**src/rtl/i2c_pkg.sv**
```systemverilog
// i2c_pkg
// Shared definitions for the I2C byte-level master:
//   i2c_state_t   - transaction FSM states
//   PH_*          - the four phases that make up one I2C bit
//   BITS_PER_BYTE - payload bits per transferred byte
package i2c_pkg;

    typedef enum logic [2:0] {
        ST_IDLE,
        ST_START,
        ST_ADDR,
        ST_ACK_A,
        ST_DATA,
        ST_ACK_D,
        ST_STOP
    } i2c_state_t;

    localparam logic [1:0] PH_LOW    = 2'd0;
    localparam logic [1:0] PH_RISE   = 2'd1;
    localparam logic [1:0] PH_SAMPLE = 2'd2;
    localparam logic [1:0] PH_FALL   = 2'd3;

    localparam int BITS_PER_BYTE = 8;

endpackage

```
**src/rtl/i2c_shift8.sv**
```systemverilog
// i2c_shift8
// 8-bit shift register with bit counter shared by the address and data bytes.
// Ports:
//   clk, rst_n          - clock, async active-low reset
//   load, load_data     - parallel load; also clears the bit counter
//   shift, shift_in     - shift left one bit, shift_in enters at the LSB
//   data                - register contents (data[7] is the bit being sent)
//   byte_done           - all 8 bits of the current byte have been shifted
module i2c_shift8
    import i2c_pkg::*;
(
    input  logic                     clk,
    input  logic                     rst_n,
    input  logic                     load,
    input  logic [BITS_PER_BYTE-1:0] load_data,
    input  logic                     shift,
    input  logic                     shift_in,
    output logic [BITS_PER_BYTE-1:0] data,
    output logic                     byte_done
);

    logic [3:0] bit_cnt;

    assign byte_done = (bit_cnt == 4'(BITS_PER_BYTE));

    // Shifting once per bit in the sample phase serves both directions:
    // outgoing bits were already registered onto SDA at the low phase, and
    // incoming bits are captured from the line at the same moment.
    always_ff @(posedge clk or negedge rst_n) begin
        if (!rst_n) begin
            data    <= '0;
            bit_cnt <= '0;
        end else if (load) begin
            data    <= load_data;
            bit_cnt <= '0;
        end else if (shift) begin
            data    <= {data[BITS_PER_BYTE-2:0], shift_in};
            bit_cnt <= bit_cnt + 4'd1;
        end
    end

endmodule

```
**src/rtl/i2c_master_byte_ctrl.sv**
```systemverilog
// i2c_master_byte_ctrl
// Single-byte I2C master: START, 7-bit address + R/W, slave ACK, one data
// byte (write or read), ACK/NACK, STOP. Each bit is four divider ticks.
// Ports:
//   clk, rst_n           - clock, async active-low reset
//   start, rw, addr, wdata - transaction request, captured in IDLE only
//   tick                 - phase strobe from the I2C clock divider
//   en_clk               - divider enable, high while busy
//   scl_oe, sda_oe       - open-drain pull-downs (1 = drive line low)
//   sda_i                - sampled SDA line
//   busy, done, ack_err  - status; done pulses one cycle at the end
//   rdata                - last byte read
module i2c_master_byte_ctrl
    import i2c_pkg::*;
#(
    parameter int DATA_W = 8
) (
    input  logic              clk,
    input  logic              rst_n,
    input  logic              start,
    input  logic              rw,
    input  logic [6:0]        addr,
    input  logic [DATA_W-1:0] wdata,
    input  logic              tick,
    output logic              en_clk,
    output logic              scl_oe,
    output logic              sda_oe,
    input  logic              sda_i,
    output logic              busy,
    output logic              done,
    output logic              ack_err,
    output logic [DATA_W-1:0] rdata
);

    i2c_state_t         state;
    logic [1:0]         phase;
    logic [6:0]         addr_q;
    logic               rw_q;
    logic [DATA_W-1:0]  wdata_q;

    logic                     tick_en;
    logic                     sh_load;
    logic                     sh_shift;
    logic [BITS_PER_BYTE-1:0] sh_load_data;
    logic [BITS_PER_BYTE-1:0] sh_data;
    logic                     sh_byte_done;

    // Ticks only count while the divider is enabled.
    assign tick_en = tick & en_clk;

    // The address byte is loaded as START finishes, the data byte as the
    // address ACK finishes (harmless when a NACK sends us to STOP instead).
    always_comb begin
        sh_load      = 1'b0;
        sh_shift     = 1'b0;
        sh_load_data = wdata_q;
        if (tick_en) begin
            case (state)
                ST_START: begin
                    if (phase == PH_FALL) begin
                        sh_load      = 1'b1;
                        sh_load_data = {addr_q, rw_q};
                    end
                end
                ST_ADDR, ST_DATA: begin
                    if (phase == PH_SAMPLE) sh_shift = 1'b1;
                end
                ST_ACK_A: begin
                    if (phase == PH_FALL) sh_load = 1'b1;
                end
                default: ;
            endcase
        end
    end

    i2c_shift8 u_shift (
        .clk       (clk),
        .rst_n     (rst_n),
        .load      (sh_load),
        .load_data (sh_load_data),
        .shift     (sh_shift),
        .shift_in  (sda_i),
        .data      (sh_data),
        .byte_done (sh_byte_done)
    );

    // Transaction FSM. Each tick performs the action of the current phase and
    // advances the phase; the last phase of a bit also decides the next state.
    always_ff @(posedge clk or negedge rst_n) begin
        if (!rst_n) begin
            state   <= ST_IDLE;
            phase   <= PH_LOW;
            scl_oe  <= 1'b0;
            sda_oe  <= 1'b0;
            en_clk  <= 1'b0;
            busy    <= 1'b0;
            done    <= 1'b0;
            ack_err <= 1'b0;
            rdata   <= '0;
            addr_q  <= '0;
            rw_q    <= 1'b0;
            wdata_q <= '0;
        end else begin
            done <= 1'b0;
            if (state == ST_IDLE) begin
                if (start) begin
                    addr_q  <= addr;
                    rw_q    <= rw;
                    wdata_q <= wdata;
                    busy    <= 1'b1;
                    en_clk  <= 1'b1;
                    ack_err <= 1'b0;
                    phase   <= PH_LOW;
                    state   <= ST_START;
                end
            end else if (tick_en) begin
                phase <= phase + 2'd1;
                case (state)
                    ST_START: begin
                        case (phase)
                            PH_SAMPLE: sda_oe <= 1'b1;
                            PH_FALL: begin
                                scl_oe <= 1'b1;
                                state  <= ST_ADDR;
                            end
                            default: begin
                                scl_oe <= 1'b0;
                                sda_oe <= 1'b0;
                            end
                        endcase
                    end
                    ST_ADDR, ST_DATA: begin
                        case (phase)
                            PH_LOW: begin
                                scl_oe <= 1'b1;
                                // A read releases SDA so the slave can drive it.
                                sda_oe <= (state == ST_DATA && rw_q) ? 1'b0
                                                                     : ~sh_data[BITS_PER_BYTE-1];
                            end
                            PH_RISE: scl_oe <= 1'b0;
                            PH_FALL: begin
                                scl_oe <= 1'b1;
                                if (sh_byte_done)
                                    state <= (state == ST_ADDR) ? ST_ACK_A : ST_ACK_D;
                            end
                            default: ;
                        endcase
                    end
                    ST_ACK_A: begin
                        case (phase)
                            PH_LOW: begin
                                scl_oe <= 1'b1;
                                sda_oe <= 1'b0;
                            end
                            PH_RISE:   scl_oe <= 1'b0;
                            PH_SAMPLE: if (sda_i) ack_err <= 1'b1;
                            default: begin
                                scl_oe <= 1'b1;
                                state  <= ack_err ? ST_STOP : ST_DATA;
                            end
                        endcase
                    end
                    ST_ACK_D: begin
                        case (phase)
                            PH_LOW: begin
                                // On a read the released SDA is the master's NACK.
                                scl_oe <= 1'b1;
                                sda_oe <= 1'b0;
                                if (rw_q) rdata <= sh_data;
                            end
                            PH_RISE:   scl_oe <= 1'b0;
                            PH_SAMPLE: if (!rw_q && sda_i) ack_err <= 1'b1;
                            default: begin
                                scl_oe <= 1'b1;
                                state  <= ST_STOP;
                            end
                        endcase
                    end
                    ST_STOP: begin
                        case (phase)
                            PH_LOW: begin
                                scl_oe <= 1'b1;
                                sda_oe <= 1'b1;
                            end
                            PH_RISE:   scl_oe <= 1'b0;
                            PH_SAMPLE: sda_oe <= 1'b0;
                            default: begin
                                scl_oe <= 1'b0;
                                sda_oe <= 1'b0;
                                busy   <= 1'b0;
                                en_clk <= 1'b0;
                                done   <= 1'b1;
                                state  <= ST_IDLE;
                            end
                        endcase
                    end
                    default: state <= ST_IDLE;
                endcase
            end
        end
    end

endmodule
```
**config.mk**
```make
export PLATFORM = sky130hd
export DESIGN_NAME = i2c_master_byte_ctrl
export DESIGN_NICKNAME = d
export VERILOG_FILES = /design/src/rtl/i2c_pkg.sv /design/src/rtl/i2c_shift8.sv /design/src/rtl/i2c_master_byte_ctrl.sv
export SDC_FILE = /design/constraint.sdc
export NUM_CORES = 1
export LEC_CHECK = 0
export BUFFER_PORTS_ARGS = -buffer_cell sky130_fd_sc_hd__buf_2
export CAP_MARGIN = 20
export CORE_UTILIZATION = 60
export CTS_CLUSTER_SIZE = 12
export DETAILED_ROUTE_END_ITERATION = 8
export PLACE_DENSITY_LB_ADDON = 0.1
export REMOVE_ABC_BUFFERS = 1
export SLEW_MARGIN = 20
export SYNTH_ARGS = -nofsm -noshare
export SYNTH_HDL_FRONTEND = slang
export SYNTH_SLANG_ARGS = --single-unit
export TNS_END_PERCENT = 10
```
**constraint.sdc**
```tcl
create_clock -name clk -period 3 [get_ports clk]
set_clock_uncertainty 0.15 [all_clocks]
set_input_delay 0.3 -clock clk [delete_from_list [all_inputs] [get_ports clk]]
set_output_delay 0.3 -clock clk [all_outputs]
set_load 0.005 [all_outputs]
```
==> results of run 1 <==
-- cell usage in the layout, fill, tap and decap left out, types with 2 or more instances in the layout --
| cell type | count |
|---|---|
| and2_1 | 3 |
| nand3_1 | 3 |
| ha_1 | 8 |
| o221ai_1 | 10 |
| mux2i_1 | 11 |
| mux2_1 | 26 |
| nor3_1 | 2 |
| o32ai_1 | 2 |
| a31oi_1 | 2 |
| o21ai_0 | 3 |
| dfrtp_1 | 46 |
| nor2b_1 | 2 |
| nor2_1 | 9 |
| and3_1 | 2 |
| buf_4 | 5 |
| xor2_1 | 3 |
| inv_1 | 9 |
| xnor2_1 | 2 |
| o21ai_1 | 9 |
| clkbuf_8 | 5 |
| a21oi_1 | 4 |
| buf_2 | 33 |
| mux2_2 | 2 |
| nand2_1 | 12 |
-- per-layer routing --
layer  global-route usage [%]  wire length [um]
met3                    5.810               252
met1                    39.20              2230
met5                        0                 0
met2                    37.89              2161
met4                    7.500                61
-- worst paths after layout --
check / start / to / slack (ns) / depth (start not counted)
setup / recovery: state[2] / addr_q[5] / 0.68 / 4
hold / removal: addr[4] / addr_q[4] / 0.06 / 2
setup reg to reg: state[2] / addr_q[5] / 0.68 / 4
hold reg to reg: rdata[6] / rdata[6] / 0.34 / 1
max in group asynchronous: rst_n / rw_q / 1.93 / 2
min in group asynchronous: rst_n / u_shift.data[4] / 0.37 / 2
-- sequential cells by signal (all words and copies together) (netlist names) --
name and count:
rdata 8, state 3, u_shift.bit_cnt 4, phase 2, sda_oe 1, done 1
busy 1, ack_err 1, rw_q 1, wdata_q 8, scl_oe 1, u_shift.data 8
addr_q 7
-- critical path, cell delays in order (launching register included) --
cell	delay (ns)
dfrtp_1	0.55
nor3_2	0.36
and2_1	0.52
buf_4	0.28
mux2_1	0.34
-- stage by stage --
stage / std cells / utilization [%] / cell area, um2 / setup WS, ns
after floorplan: 190 / - / 2271 / 0.7269
after global placement: 276 / 68.62 / 2531 / 0.7720
after detailed placement: 276 / 68.62 / 2531 / 0.6995
after CTS: 284 / 71.61 / 2641 / 0.6891
after global routing: 285 / 71.95 / 2654 / 0.5492
final: 285 / 71.95 / 2654 / 0.6778
-- synth_stat cells (2+ instances only) --
| library cell | n | area (um2) |
|---|---|---|
| mux2_1 | 26 | 292.8 |
| a31oi_1 | 2 | 12.51 |
| xnor2_1 | 2 | 17.52 |
| and2_1 | 3 | 18.77 |
| dfrtp_1 | 46 | 1151 |
| nand2_1 | 12 | 45.04 |
| nand3_1 | 3 | 15.01 |
| mux2i_1 | 11 | 110.1 |
| o32ai_1 | 2 | 17.52 |
| ha_1 | 8 | 100.1 |
| buf_4 | 7 | 52.55 |
| o21ai_0 | 3 | 15.01 |
| clkbuf_1 | 2 | 7.510 |
| nor2_1 | 9 | 33.78 |
| o221ai_1 | 10 | 87.58 |
| a21oi_1 | 4 | 20.02 |
| nor2b_1 | 2 | 12.51 |
| o21ai_1 | 9 | 45.04 |
| mux2_2 | 2 | 22.52 |
| buf_2 | 2 | 10.01 |
| nor3_1 | 2 | 10.01 |
| xor2_1 | 3 | 26.28 |
| and3_1 | 2 | 12.51 |
| inv_1 | 9 | 33.78 |
-- logic make-up after synthesis --
kind of cell | Yosys count
flops | 46
compound gates | 41
simple gates | 41
mux | 39
buf+inv | 21
fa+ha+maj | 8
xor+xnor | 5
-- layout make-up --
class,instances,area share [%]
multi-input combinational,134,40.78
timing repair buffer,39,8.015
inverter,10,1.414
clock inverter,2,1.414
tap,48,2.263
clock buffer,6,2.735
sequential,46,43.38
-- power by group through the flow --
stage / combinational (mW) / sequential, mW / clock [mW]
3_3_place_gp: 0.855 / 1.08 / 0
5_1_grt: 1.00 / 1.13 / 0.484
3_5_place_dp: 0.888 / 1.10 / 0
6_report: 0.898 / 1.09 / 0.457
2_1_floorplan: 0.638 / 1.05 / 0
4_1_cts: 0.896 / 1.09 / 0.463
-- timing repair --
item                                   4_1_cts  5_1_grt
hold buffers                                 0        1
endpoints found under the hold margin        0       46
gates resized for setup                      0        0
==> flow_summary.ini, run 1 <==
[sta]
rsz0062_at_grt = no
finalHoldViolCount = 0
period_needed_ns = 2.322
setup_tns_ns = 0
slew_headroom_pct = 61.31
setup_viol = 0
final_max_slew_viol_count = 0
worst_pin_slew_ns = 0.5803
max_freq_ghz = 0.4306
post-route-period-util_pct = 77.41
fin_hold_ws_ns = 0.05505

[layout]
antenna_cells = 0
layout.area.seq_um2 = 1151
nets = 265
nFillCells = 292
drive_gt1_share_pct = 22.78
area_growth_pct = 13.36
multi_input_area_um2 = 1082

[setup_path]
crit_required_ns = 3.04
cp-end-kind = flip-flop
worstPathArrival_ns = 2.36
critPathKind = reg -> reg
cp-start-kind = flip-flop
path_max_fanout = 16

[detailed_routing]
drt-total-wl_um = 4704
vias = 1682
drt_iter0_drc = 89
route.detailed.drc = 0
wl_per_cell_um = 16.51
dr.pass1.iters = 4
viasPerCell = 5.902
drtAntennaViolNets = 0

[power_and_ir_drop]
vdd_drop_max_mv = 0.5773
seq_power_share_pct = 44.6
power_frac_clock_pct = 18.7
p_leak_nw = 1.248
power.internal_mw = 1.528
power_frac_comb_pct = 36.7
p_sw_mw = 0.9175
switching_share_pct = 37.52
pwr_density_cell_nw_per_um2 = 921.5
totalPowerFinal_mw = 2.446

[die]
die_w_um = 64.47
start_util_pct = 63.47
coreArea_um2 = 3689
die_height_um = 64.47
die-area_um2 = 4156
io_pins = 35
fp-row-count = 22

[yosys]
ys_warn_count = 0
synth_seq_cells = 46
synth_edf_count = 0
synth_top_family_by_area = multiplexers
synthSimpleGateAreaFrac_pct = 9.139
synthAdderAreaFrac_pct = 4.276
synthFlopType = dfrtp_1
synth-async-reset-ratio_pct = 100.0
postSynthCellCount = 201
syn_area_um2 = 2341
synth_compound_gate_area_share_pct = 12.77
syn_area_per_cell_um2 = 11.65
synth_cell_types = 44
seq_area_frac_synth_pct = 49.17
synthMuxAreaShare_pct = 18.17
synth_xor_xnor_area_share_pct = 1.871

[clocking]
clock_latency_ns = 0.30
cts_tree = done
htreeDepth = 2
clockBufferDepth = 2
path_clk_slew_ns = 0.08
cts.sinks = 46
cts_buffers = 5
cts-root-buf = clkbuf_8
cts_setup_buffers = 0

[run_status]
outcome = complete, no violations

[global_routing]
grt_use_total_pct = 26.08
first_global_vias = 1649
grt_pass1_wl_um = 8059
antenna_found_initial = 0
grt_remaining_overflow = 0
grt_max_degree = 47

[placed_design]
dp_hpwl_um = 3415
gp_congestion = 0.8567
port_buffers = 34

[hold_path]
hold_path_class = in -> reg

[flow_run]
cap_violations = 0
No activity file was read; power rests on OpenSTA's default activity.
==> run 2, diff against run 1 <==
ABC_AREA = 1   (was not set)
CORE_UTILIZATION = 51   (was 60)
clock period = 1.9 ns   (was 3 ns; I/O delays follow)
==> run 2 against run 1 <==
Worst hold slack improved by 0.0095 ns. Sequential share of layout area fell by 5.6 points. Synthesized cell count up 42%. Critical path type unchanged. Count of clock-buffer cells in the layout is the same. Sequential power up 53%. Register-to-register slack lost 0.52 ns. Largest cell class is now multi-input combinational cells. Core utilization is 7.9 points lower. First-iteration DRC count up 5.6%.
==> flow_summary.ini, run 2 <==
[yosys]
yosys.area.top_type_share_pct = 45.66
synthFlopType = dfrtp_1
postSynthCellCount = 286
synth-async-reset-ratio_pct = 100.0
ys_warn_count = 0
yosysTopAreaCell = dfrtp_1
synth_edf_count = 0
synth_cell_types = 27
synth_common_cells = nand2_1 (70), dfrtp_1 (46), inv_1 (28)
synth_seq_cells = 46
synth.area.top_cells = dfrtp_1 (46%), nand2_1 (10%), mux2_2 (6.7%), nand3_1 (4.4%), inv_1 (4.2%)
syn_area_um2 = 2521
seq_area_frac_synth_pct = 45.66
syn_area_per_cell_um2 = 8.815
synth_most_common_cell = nand2_1

[power_and_ir_drop]
vdd_drop_max_mv = 0.7436
p_leak_nw = 1.552
pwr_density_cell_nw_per_um2 = 1378

[placed_design]
port_buffers = 34
gp_congestion = 0.9626
dp_hpwl_um = 3977

[sta]
fin_hold_ws_ns = 0.06452
worst_pin_slew_ns = 0.4601
rsz0062_at_grt = no
slew_headroom_pct = 69.33
max_freq_ghz = 0.5749
setup_viol = 0
final_max_slew_viol_count = 0
period_needed_ns = 1.740
setup_tns_ns = 0
post-route-period-util_pct = 91.56
finalHoldViolCount = 0

[detailed_routing]
drt-total-wl_um = 5250
viasPerCell = 5.065
drtAntennaViolNets = 0
vias = 2092
route.detailed.drc = 0
dr.pass1.iters = 4
wl_per_cell_um = 12.71
drt_iter0_drc = 94

[global_routing]
antenna_found_initial = 0
grt_pass1_wl_um = 9218
first_global_vias = 2050
grt_use_total_pct = 22.96
grt_remaining_overflow = 0
grt_max_degree = 28

[hold_path]
worstHoldEndpoint = busy
hp-start = start
hold_path_class = in -> reg
hold_path_depth = 3

[die]
die_w_um = 72.31
start_util_pct = 53.03
die_height_um = 72.31
fp-row-count = 25
die-area_um2 = 5229
coreArea_um2 = 4755
io_pins = 35

[layout]
drive_gt1_share_pct = 27.46
nFillCells = 437
mostFrequentLayoutCell = nand2_1
area_growth_pct = 20.74
nets = 374
top_regs = rdata (8), u_shift.data (8), wdata_q (8)
antenna_cells = 0
most-common-layout-cells = nand2_1 (69), dfrtp_1 (46), buf_2 (34)

[clocking]
cts.sinks = 46
cts-root-buf = clkbuf_8
path_clk_slew_ns = 0.08
htreeDepth = 2
cts_setup_buffers = 0
clock_latency_ns = 0.30
cts_tree = done
cts_buffers = 5
clockBufferDepth = 2

[setup_path]
cp-start-kind = flip-flop
rr_endpoint = u_shift.data[7]
cp-end-kind = flip-flop
critPathKind = reg -> reg
cp-startpoint = phase[0]
reg2regPathDepth = 7
r2r-start = phase[0]
path_max_fanout = 7
worstPathArrival_ns = 1.81
crit_required_ns = 1.97
reg2reg_slack_ns = 0.16

[run_status]
outcome = complete, no violations

[flow_run]
cap_violations = 0
## run 2: cell types whose count changed after synthesis, moves of 8 or more
cell      before  now
mux2_1        26    0
nor2_1         9   24
nand2_1       12   70
nand3_1        3   22
o21ai_1        9    0
o21ai_2        0    8
mux2i_1       11    0
o211ai_1       0    8
o221ai_1      10    0
mux2_2         2   15
inv_1          9   28
## run 2: logic make-up (layout without fill, tap and decap cells)
kind of cell	after synthesis	count (layout)	synth area share, %
and+or+nand+nor	134	134	23.92
DFF	46	46	45.66
buffers and inverters	42	102	8.437
AOI/OAI and AO/OA	39	39	10.62
muxes	15	15	6.700
adders and majority gates	8	8	3.970
xor gates and xnor gates	2	2	0.6949
## run 2: layout make-up
cell class	count	area (um2)	area share [%]
clock buffers	6	72.57	2.384
flip-flops and latches	46	1151	37.81
clock inverters	2	13.76	0.4521
multi-input cells	198	1160	38.10
well taps	67	83.83	2.754
repair buffers	60	432.9	14.22
inverters	34	130.1	4.275
## run 2: worst max-delay path by stage
| stage | end | slack, ns | cells after the start |
|---|---|---|---|
| 2_1_floorplan | u_shift.data[6] | 0.21 | 8 |
| 3_3_place_gp | u_shift.data[7] | 0.20 | 7 |
| 3_5_place_dp | u_shift.data[7] | 0.16 | 7 |
| 4_1_cts | u_shift.data[7] | 0.13 | 7 |
| 5_1_grt | rdata[5] | 0.01 | 6 |
| 6_report | u_shift.data[7] | 0.16 | 7 |
## run 2: worst max-delay path: stages, from the launching register on
cell and delay, ns:
dfrtp_1 0.42, ha_1 0.20, inv_1 0.08, nor2_2 0.22, buf_4 0.19, o211ai_1 0.08
o21bai_1 0.19, a21oi_1 0.14
## run 2: power by group
group / total, mW / internal, mW / leakage (nW) / switching [mW]
clock: 0.584 / 0.260 / 0.0452 / 0.324
combinational: 1.94 / 0.807 / 0.930 / 1.13
sequential: 1.67 / 1.38 / 0.577 / 0.286
## run 2: stage by stage
step,worst slack (ns),instances,area (um2),power [mW],util [%]
4_1_cts,0.1329,413,3042,4.213,63.97
3_3_place_gp,0.1966,388,2785,3.545,58.58
2_1_floorplan,0.2095,278,2439,3.001,-
5_1_grt,0.01408,413,3044,4.572,64.03
3_5_place_dp,0.1626,388,2785,3.593,58.58
6_report,0.1604,413,3044,4.196,64.03
## run 2: what timing repair did
action | in CTS | in global routing
hold endpoints to repair | 35 | 0
resized for setup | 0 | 1
hold buffers | 17 | 0
endpoints found under the setup margin | 0 | 1
## run 2: routing by layer
metal  global-route usage [%]  vias to the layer above  routed length, um
met5                        0                        -                  0
met4                    6.754                        0                 48
met3                    5.278                        6                248
met2                    36.34                       59               2411
met1                    31.59                      976               2541
li1                         -                     1051                  -
